### config.mk
export PLATFORM = sky130hd
export DESIGN_NAME = tmds_channel_encoder_flat
export DESIGN_NICKNAME = d
export VERILOG_FILES = /design/src/rtl/tmds_channel_encoder_if.sv /design/src/rtl/tmds_channel_encoder.sv /design/src/flat_wrapper.sv
export SDC_FILE = /design/constraint.sdc
export NUM_CORES = 1
export LEC_CHECK = 0
export BUFFER_PORTS_ARGS = -buffer_cell sky130_fd_sc_hd__buf_2
export CAP_MARGIN = 20
export CORE_MARGIN = 2
export CORE_UTILIZATION = 55
export CTS_BUF_LIST = sky130_fd_sc_hd__clkbuf_16
export DETAILED_ROUTE_END_ITERATION = 6
export GPL_ROUTABILITY_DRIVEN = 0
export HOLD_SLACK_MARGIN = 0.06
export PLACE_DENSITY = 0.86
export SETUP_SLACK_MARGIN = 0.05
export SLEW_MARGIN = 15
export SYNTH_ARGS = -nofsm -noshare
export SYNTH_HDL_FRONTEND = slang
export SYNTH_SLANG_ARGS = --single-unit
### constraint.sdc
create_clock -name i_clk -period 8.9 [get_ports i_clk]
set_input_delay 1.335 -clock i_clk [delete_from_list [all_inputs] [get_ports i_clk]]
set_output_delay 1.335 -clock i_clk [all_outputs]
set_load 0.005 [all_outputs]
### src/rtl/tmds_channel_encoder_if.sv
// Pixel-side bundle of one TMDS channel encoder: colour/control inputs and the
// encoded character with its aligned DE and running-disparity observation.
interface tmds_channel_encoder_if #(
  parameter int DISP_W = 5
);
  logic [7:0]        i_data;
  logic              i_de;
  logic              i_c0;
  logic              i_c1;
  logic [9:0]        o_tx_word;
  logic              o_de;
  logic [DISP_W-1:0] o_disp;

  modport master (
    output i_data, i_de, i_c0, i_c1,
    input  o_tx_word, o_de, o_disp
  );

  modport slave (
    input  i_data, i_de, i_c0, i_c1,
    output o_tx_word, o_de, o_disp
  );
endinterface

### src/rtl/tmds_channel_encoder.sv
// DVI/TMDS channel encoder: stage 1 does transition minimisation, stage 2 does
// running-disparity DC balance or emits a control token. Fixed 2-clock latency.
module tmds_channel_encoder #(
  parameter logic [9:0] RESET_WORD = 10'h354,
  parameter int         DISP_W     = 5
) (
  input logic                   i_clk,
  input logic                   i_rstn,
  tmds_channel_encoder_if.slave bus
);

  function automatic logic [3:0] popcount8(input logic [7:0] v);
    logic [3:0] n;
    n = '0;
    for (int i = 0; i < 8; i++) n = n + 4'(v[i]);
    return n;
  endfunction

  // XNOR chaining is chosen when it yields fewer transitions; q_m[8] records the choice.
  function automatic logic [8:0] transition_min(input logic [7:0] d);
    logic [3:0] n1;
    logic       use_xnor;
    logic [8:0] q;
    n1       = popcount8(d);
    use_xnor = (n1 > 4'd4) || ((n1 == 4'd4) && !d[0]);
    q        = '0;
    q[0]     = d[0];
    for (int i = 1; i < 8; i++) q[i] = use_xnor ? ~(q[i-1] ^ d[i]) : (q[i-1] ^ d[i]);
    q[8]     = ~use_xnor;
    return q;
  endfunction

  // Stage 1
  logic       s1_de;
  logic [1:0] s1_ctrl;
  logic [8:0] s1_qm;

  // NOTE: sequential state uses non-blocking assignments so every register samples
  // pre-edge values regardless of statement order.
  always_ff @(posedge i_clk) begin
    if (!i_rstn) begin
      s1_de   <= 1'b0;
      s1_ctrl <= 2'b00;
      s1_qm   <= '0;
    end else begin
      s1_de   <= bus.i_de;
      s1_ctrl <= {bus.i_c1, bus.i_c0};
      s1_qm   <= transition_min(bus.i_data);
    end
  end

  // Stage 2
  logic                     q8;
  logic [7:0]               qm;
  logic [3:0]               qm_ones;
  logic signed [DISP_W-1:0] bal;       // n1 - n0 of q_m[7:0]
  logic signed [DISP_W-1:0] cnt;
  logic signed [DISP_W-1:0] cnt_next;
  logic [9:0]               word_next;
  logic [9:0]               tx_word;
  logic                     de_q;
  logic                     cnt_pos, cnt_neg, bal_pos, bal_neg;

  // NOTE: every variable gets a default at the top of the always_comb so no
  // path through the branches can infer a latch.
  always_comb begin
    q8        = s1_qm[8];
    qm        = s1_qm[7:0];
    qm_ones   = popcount8(qm);
    bal       = DISP_W'({qm_ones, 1'b0}) - DISP_W'(8);
    cnt_pos   = !cnt[DISP_W-1] && (cnt != '0);
    cnt_neg   = cnt[DISP_W-1];
    bal_pos   = !bal[DISP_W-1] && (bal != '0);
    bal_neg   = bal[DISP_W-1];
    word_next = RESET_WORD;
    cnt_next  = cnt;

    if (!s1_de) begin
      unique case (s1_ctrl)
        2'b00: word_next = 10'h354;
        2'b01: word_next = 10'h0AB;
        2'b10: word_next = 10'h154;
        2'b11: word_next = 10'h2AB;
      endcase
      cnt_next = '0;
    end else if ((cnt == '0) || (bal == '0)) begin
      word_next = {~q8, q8, q8 ? qm : ~qm};
      cnt_next  = q8 ? (cnt + bal) : (cnt - bal);
    end else if ((cnt_pos && bal_pos) || (cnt_neg && bal_neg)) begin
      word_next = {1'b1, q8, ~qm};
      cnt_next  = cnt + (q8 ? DISP_W'(2) : '0) - bal;
    end else begin
      word_next = {1'b0, q8, qm};
      cnt_next  = cnt + bal - (q8 ? '0 : DISP_W'(2));
    end
  end

  always_ff @(posedge i_clk) begin
    if (!i_rstn) begin
      tx_word <= RESET_WORD;
      de_q    <= 1'b0;
      cnt     <= '0;
    end else begin
      tx_word <= word_next;
      de_q    <= s1_de;
      cnt     <= cnt_next;
    end
  end

  assign bus.o_tx_word = tx_word;
  assign bus.o_de      = de_q;
  assign bus.o_disp    = cnt;

endmodule

### src/flat_wrapper.sv
// flat-port wrapper written by rule: the top's interface ports become plain ports
module tmds_channel_encoder_flat 
#(
  parameter logic [9:0] RESET_WORD = 10'h354,
  parameter int         DISP_W     = 5
)
  (i_clk, i_rstn, bus_i_data, bus_i_de, bus_i_c0, bus_i_c1, bus_o_tx_word, bus_o_de, bus_o_disp);
  tmds_channel_encoder_if #(.DISP_W(DISP_W)) bus_i ();
  input logic i_clk;
  input logic i_rstn;
  input wire logic [$bits(bus_i.i_data)-1:0] bus_i_data;
  input wire logic [$bits(bus_i.i_de)-1:0] bus_i_de;
  input wire logic [$bits(bus_i.i_c0)-1:0] bus_i_c0;
  input wire logic [$bits(bus_i.i_c1)-1:0] bus_i_c1;
  output wire logic [$bits(bus_i.o_tx_word)-1:0] bus_o_tx_word;
  output wire logic [$bits(bus_i.o_de)-1:0] bus_o_de;
  output wire logic [$bits(bus_i.o_disp)-1:0] bus_o_disp;
  assign bus_i.i_data = bus_i_data;
  assign bus_i.i_de = bus_i_de;
  assign bus_i.i_c0 = bus_i_c0;
  assign bus_i.i_c1 = bus_i_c1;
  assign bus_o_tx_word = bus_i.o_tx_word;
  assign bus_o_de = bus_i.o_de;
  assign bus_o_disp = bus_i.o_disp;
  tmds_channel_encoder #(.RESET_WORD(RESET_WORD), .DISP_W(DISP_W)) u_core (.i_clk(i_clk), .i_rstn(i_rstn), .bus(bus_i));
endmodule
Yosys cells after proc, flatten, opt, wreduce, memory -nomap -nowiden
Index checks and enable logic that the tools add are counted.
{ "word_totals": {"ff_bits": 28, "input_bits": 13, "out_inout_bits": 16, "word_cells": 83} }
{ "op_classes": {"addsub": 21, "magnitude_cmp": 1, "n_eq_ne": 4, "muxes": 17, "bitwise_logic": 17, "n_reduce_logical": 17} }
{ "op_table": {"columns": ["op", "count"], "rows": [
  ["$add A4 B1 Y4", 12],
  ["$pmux W10 S4", 1],
  ["$mux W10", 3],
  ["$add A5 B5 Y5", 3],
  ["$mux W5", 3],
  ["$sub A5 B5 Y5", 3],
  ["$logic_not A5 Y1", 2],
  ["$reduce_bool A5 Y1", 2],
  ["$not A1 Y1", 9],
  ["$mux W8", 1],
  ["$not A8 Y8", 1],
  ["$mux W1", 7],
  ["$xor A1 B1 Y1", 7],
  ["$logic_and A1 B1 Y1", 5],
  ["$sub A5 B4 Y5 const B", 1],
  ["$add A1 B1 Y2", 2],
  ["$eq A2 B2 Y1 const B", 2],
  ["$eq A4 B3 Y1 const B", 1],
  ["$gt A4 B3 Y1 const B", 1],
  ["$mux W2", 2],
  ["$logic_not A1 Y1", 3],
  ["$logic_or A1 B1 Y1", 3],
  ["$eq A2 B1 Y1 const B", 1],
  ["$logic_not A2 Y1", 1],
  ["$reduce_and A2 Y1", 1]
]} }

Depth between registers and ports, before layout
Gate-level depths: netlist of run 1.
{ "depth": {"word_depth": 29, "depth_mapped": 16, "depth_no_buf": 16} }

Least setup slack after synthesis of run 1
No wires, ideal clock.
{ "synth_path": {"path_kind": "input to register", "start": "input bus_i_data[0]", "end": "register u_core.s1_qm[7]", "setup_time_ps": 121, "arrival_ps": 4664, "path_slack_ps": 4115, "stages": 12, "cell_sequence": "ha_1 -> inv_1 -> fa_1 -> fa_1 -> inv_1 -> fa_1 -> fa_1 -> nor3b_2 -> o21ai_0 -> a21oi_1 -> xnor2_1 -> mux2_2"} }
{ "synth_between": {"elab_chain_len": 29} }
{ "synth_lines": {"columns": ["element", "line", "rtl"], "rows": [
  ["start, declared", "flat_wrapper.sv:11", "input wire logic [$bits(bus_i.i_data)-1:0] bus_i_data;"],
  ["branches (longest 28 deep; another with $add A4 B1 Y4)", null, null],
  ["$mux W1 (*)", "tmds_channel_encoder.sv:28", "for (int i = 1; i < 8; i++) q[i] = use_xnor ? ~(q[i-1] ^ d[i]) : (q[i-1] ^ d[i]);"],
  ["end signal, assigned", "tmds_channel_encoder.sv:48", "s1_qm <= transition_min(bus.i_data);"],
  ["end, declared", "tmds_channel_encoder.sv:36", "logic [8:0] s1_qm;"]
]} }
Every way passes the cells marked *.
A chain may end at the register's enable or synchronous reset.

Worst setup path after layout of run 1
Same ends and word-level chain as after synthesis.

==> results of run 1 <==
[sequential cells by signal, summed over array words and instances, names as in the netlist]
name and cells:
u_core.s1_ctrl 2, u_core.bus.o_disp 4, u_core.bus.o_de 1, u_core.s1_de 1, u_core.s1_qm 9, u_core.bus.o_tx_word 10
[layer usage]
| metal | vias up | track usage [%] | part of all wire, % |
|---|---|---|---|
| met3 | 2 | 2.82 | 2.7 |
| met2 | 22 | 32.0 | 51 |
| met5 | - | 0 | 0 |
| met4 | 0 | 5.59 | 0.82 |
| li1 | 712 | - | - |
| met1 | 634 | 22.4 | 46 |
[final timing paths]
path                                 startpoint                       to  slack (ns)  depth (start not counted)
worst max-delay path              bus_i_data[0]          u_core.s1_qm[7]        4.05                         13
worst min-delay path            u_core.s1_qm[5]  u_core.bus.o_tx_word[5]        0.50                          1
worst max register to register  u_core.s1_qm[0]  u_core.bus.o_tx_word[6]        4.11                         13
worst min register to register  u_core.s1_qm[5]  u_core.bus.o_tx_word[5]        0.50                          1
[worst max-delay path: stages]
cell and delay, ns:
buf_2 0.12, ha_1 0.34, inv_1 0.07, fa_1 0.45, fa_1 0.49, inv_1 0.05
fa_1 0.39, fa_1 0.45, nor3b_2 0.22, o21ai_0 0.10, a21oi_1 0.44, xnor2_1 0.19
mux2_2 0.35
[per-stage QoR]
step | hold slack [ns] | cells | utilization [%] | setup slack (ns) | area, sq um
2_1_floorplan | 0.441 | 202 | - | 4.11 | 2010
3_3_place_gp | 0.482 | 269 | 63.3 | 3.90 | 2160
3_5_place_dp | 0.484 | 269 | 63.3 | 3.77 | 2160
4_1_cts | 0.494 | 273 | 65.7 | 4.03 | 2240
5_1_grt | 0.515 | 273 | 65.7 | 3.83 | 2240
6_report | 0.496 | 273 | 65.7 | 4.05 | 2240
[synthesized netlist by cell type]
cell type | instances | share of area, %
a211oi_1 | 9 | 3.4
a211oi_2 | 1 | 0.62
a21o_1 | 2 | 0.75
a21oi_1 | 6 | 1.5
a21oi_4 | 1 | 0.81
a2bb2oi_2 | 1 | 0.75
a31oi_1 | 1 | 0.31
and2_1 | 12 | 3.7
and2_4 | 1 | 0.44
and4_1 | 3 | 1.3
and4bb_2 | 1 | 0.62
buf_4 | 2 | 0.75
buf_6 | 1 | 0.56
clkbuf_1 | 3 | 0.56
conb_1 | 1 | 0.19
dfxtp_1 | 27 | 27
fa_1 | 13 | 13
ha_1 | 25 | 16
inv_1 | 32 | 6.0
mux2_2 | 1 | 0.56
mux2i_1 | 2 | 1.0
mux2i_2 | 1 | 0.69
nand2_1 | 3 | 0.56
nor2_1 | 7 | 1.3
nor2b_1 | 3 | 0.94
nor3_1 | 10 | 2.5
nor3b_1 | 1 | 0.37
nor3b_2 | 1 | 0.62
nor4bb_1 | 2 | 1.0
o21ai_0 | 7 | 1.7
or2_1 | 1 | 0.31
or3_4 | 1 | 0.56
xnor2_1 | 11 | 4.8
xnor3_1 | 2 | 2.2
xor2_1 | 7 | 3.1
[area by class of cell]
class	instances	area, sq um
multi-input combinational	137	1310
timing repair buffer	27	135
fill	280	1170
clock inverter	1	7.51
clock buffer	3	75.1
tap	46	57.6
sequential	27	541
inverter	32	120
[kinds of logic (layout without fill, tap and decap cells)]
group	Yosys count	after routing	share of synthesized area, %
AO/OA/AOI/OAI	28	28	9.85
flip-flops	27	27	26.9
other	1	1	0.187
XOR/XNOR	20	20	10.1
adder cells (fa/ha/maj)	38	38	28.6
AND/OR/NAND/NOR	46	46	14.3
multiplexers	4	4	2.24
buffers and inverters	38	63	7.86
==> key figures, run 1 <==
Outcome
  • Status: finished, final reports clean

Synth
  • Number of synthesis warnings: 0
  • Mean Syn Cell Area: 9.94 sq um
  • Synth Instances: 202
  • Register bit total from synthesis: 27
  • Yosys cell types: 35
  • Post-Syn Nets: 253
  • Seq/Total Area, Yosys: between 20% and 30%
  • Mapped Area: 0.00201 sq mm

Global routing
  • Number of global-route vias before repair: between 1000 and 1500
  • Global-route wire length before repair: ~5900 um
  • GRT Resource Usage Total: 18.1%
  • Initial antenna violation count: 0
  • Total grt overflow: 0
  • Pin count of the biggest net entering global routing: 24

Cells and area
  • # nets final: 279
  • Area Growth Syn to Fin: 11.8%
  • ANT cells: 0
  • Layout cells sized above 1: 17.6%
  • Commonest cells after routing, fill and taps aside: inv_1 (32), buf_2 (27), dfxtp_1 (27), ha_1 (25), fa_1 (13)
  • Commonest non-fill, non-tap cell in the layout: inv_1

Route
  • Via count: approximately 1400
  • Post-Route WL: 3290 um
  • Drt first-iter violations: 35
  • Avg WL per Cell: 12.1 um
  • First-pass DRT Iterations: 4
  • Drc violations: 0
  • Via density: 5.02
  • DRT antenna net count: 0

STA
  • Clock Skews: 0.00181 ns
  • RSZ-0062 raised after global routing: no
  • TNS Setup: 0 ns
  • Fin crit share: 54.5%
  • Final setup viols: 0
  • Tmin final: 4.85 ns
  • Slew Viols, Final: 0
  • Worst slew pin tran: 0.655 ns
  • Highest Clock Rate: 206 MHz
  • Final hold vios: 0
  • Max-slew headroom at the worst pin: 56.0%

Clocking
  • Clock buffer count from CTS: 3
  • CTS tree: done
  • Root buffer cell: clkbuf_16
  • Postcts setup bufs: 0
  • Number of gates resized after cts: 0
  • TritonCTS Sinks: 27
  • H-tree depth: 1
  • Clock tree buffer depth: 2
  • Clock Latency Late Sink: 0.26 ns
  • Clk slew on worst S/H paths: approximately 0.07 ns
  • Hold-fix buffers, CTS: 0

Floorplanning
  • Row count: 21
  • Chip height: 64.4 um
  • Die width: between 60 and 70 um
  • Initial core utilization: 58.8%
  • Die area: 0.00415 sq mm
  • Core area: approximately 0.0034 sq mm
  • IO Count: 29

Job
  • Max-Cap Viols: 0

Critical path
  • Setup Crit Path Kind: in -> reg
  • Worst EP arrival: around 5 ns
  • CP Max Fanout: 5
  • CP endpoint kind: flip-flop
  • Req. time, crit path: 9.05 ns
  • CP Launch Type: input pin

Place
  • IO buf count: 27
  • DP HPWL: between 2000 and 3000 um

Worst hold path
  • Min-delay worst type: reg -> reg
Power of run 1 is left out: the tool's default activity adds up to more than one toggle a clock period on the data nets, which glitch-free logic cannot reach.
==> inputs of run 2 (changes only) <==
Settings changed: CORE_UTILIZATION 55 to 52, PLACE_DENSITY 0.86 to 0.85.
Clock period 8.9 ns to 4.1 ns, I/O delays scaled along.
==> key figures, run 2 (synthesis results as in run 1) <==
STA
  • Slew Viols, Final: 0
  • Final hold vios: 0
  • Fin crit share: 101%
  • Max-slew headroom at the worst pin: 42.3%
  • Clock Skews: about 0.0015 ns
  • Final setup viols: 2
  • Hold_ws: 0.563 ns
  • Worst slew pin tran: 0.856 ns
  • Tmin final: 4.13 ns
  • Highest Clock Rate: 242 MHz
  • RSZ-0062 raised after global routing: yes
  • Final WS setup: -0.0313 ns

Critical path
  • CP endpoint kind: flip-flop
  • Req. time, crit path: 4.24 ns
  • Slowest library cell on the worst path: fa_2
  • CP Max Fanout: 3
  • Worst EP arrival: about 4.3 ns
  • Setup Crit Path Kind: reg -> reg
  • Slowest cell delay on critical path: 0.65 ns
  • CP Launch Type: flip-flop
  • CP cell instances: ha_4, inv_2, fa_1, fa_1, fa_2, fa_2, ha_4, nand2_2, o21ai_2, ha_1, a21o_1, a21oi_2, xnor3_1, nor2_2, a211oi_2

Cells and area
  • FF+latch area: about 540 sq um
  • Commonest non-fill, non-tap cell in the layout: inv_1
  • Commonest cells after routing, fill and taps aside: inv_1 (29), buf_2 (27), dfxtp_1 (25), ha_1 (18), buf_4 (14)
  • Area of the multi-input gates: 0.00151 sq mm
  • Area Growth Syn to Fin: 28.6%
  • Max reg flops: 10
  • Layout cells sized above 1: 35.4%
  • Fillers: between 200 and 300
  • ANT cells: 0
  • # nets final: 295

Place
  • DP HPWL: 3040 um
  • IO buf count: 27

Route
  • Drt first-iter violations: 34
  • First-pass DRT Iterations: 4
  • Avg WL per Cell: 14.7 um
  • Via count: 1463
  • Post-Route WL: 4280 um
  • Via density: 5.03
  • DRT antenna net count: 0
  • Drc violations: 0

Global routing
  • GRT Resource Usage Total: 19.9%
  • Total grt overflow: 0
  • Number of global-route vias before repair: 1508
  • Global-route wire length before repair: 6580 um
  • Pin count of the biggest net entering global routing: 24
  • Initial antenna violation count: 0

Worst hold path
  • Min-delay worst type: in -> reg

Floorplanning
  • Row count: 22
  • Die width: 66.1 um
  • Die area: between 0.004 and 0.005 sq mm
  • Initial core utilization: about 54%
  • Chip height: roughly 66 um
  • Core area: around 0.0037 sq mm
  • IO Count: 29

Clocking
  • Root buffer cell: clkbuf_16
  • Clock Latency Late Sink: roughly 0.26 ns
  • Hold-fix buffers, CTS: 0
  • Clock buffer count from CTS: 3
  • H-tree depth: 1
  • TritonCTS Sinks: 27
  • Clock tree buffer depth: 2
  • CTS tree: done
  • Clk slew on worst S/H paths: ~0.06 ns

Job
  • Max-Cap Viols: 0

Outcome
  • Status: complete, but fails checks
  • Failing checks: setup timing
[run 2: changes by cell type in the layout (fill, tap and decap cells not counted), sizes merged]
cell,delta
buf,+16
clkinv,+1
clkinvlp,-1
[run 2: metrics by stage]
| stage | cell area, sq um | std cells | setup slack (ns) | utilization, % | setup TNS, ns |
|---|---|---|---|---|---|
| floorplan | 2050 | 202 | 0.0529 | - | 0 |
| global placement | 2310 | 285 | 0.0211 | 62.8 | 0 |
| detailed placement | 2310 | 285 | -0.156 | 62.8 | -0.563 |
| CTS | 2420 | 289 | -0.0192 | 65.5 | -0.0192 |
| global route | 2580 | 291 | -0.132 | 69.9 | -0.902 |
| finish | 2580 | 291 | -0.0313 | 69.9 | -0.0468 |
[run 2: final timing paths]
| check | start | endpoint | slack (ns) | depth (start not counted) |
|---|---|---|---|---|
| worst max-delay path | u_core.s1_qm[1] | u_core.bus.o_disp[4] | -0.03 | 15 |
| worst min-delay path | bus_i_de | u_core.s1_de | 0.56 | 2 |
| worst max register to register | u_core.s1_qm[1] | u_core.bus.o_disp[4] | -0.03 | 15 |
| worst min register to register | u_core.s1_qm[5] | u_core.bus.o_tx_word[5] | 0.57 | 1 |
[run 2: final cells by class]
type	instances	share of cell area [%]
multi-input cells	137	58.6
repair buffers	43	10.2
inverters	32	4.75
well taps	48	2.33
clock buffers	3	2.91
flip-flops and latches	27	21.0
clock inverters	1	0.194
[run 2: metal layers]
layer | vias to the layer above | GRT usage, % | part of all wire [%]
met3 | 5 | 3.58 | 4.0
met2 | 32 | 35.8 | 55
met1 | 686 | 24.2 | 40
met4 | 0 | 5.36 | 0.77
li1 | 740 | - | -
met5 | - | 0 | 0
[run 2: critical path, delay by kind of cell (launching register included)]
family	cells	cell delay, ns
adders and majority gates	7	2.77
AOI/OAI and AO/OA	4	0.44
DFF	1	0.34
xor gates and xnor gates	1	0.23
and+or+nand+nor	2	0.19
buffers and inverters	1	0.03
[run 2: what timing repair did]
action,4_1_cts,5_1_grt
resized for setup,2,29
pin swaps,4,22
buffers inserted,0,2
endpoints found under the setup margin,12,12
Power of run 2 is left out for the same reason.
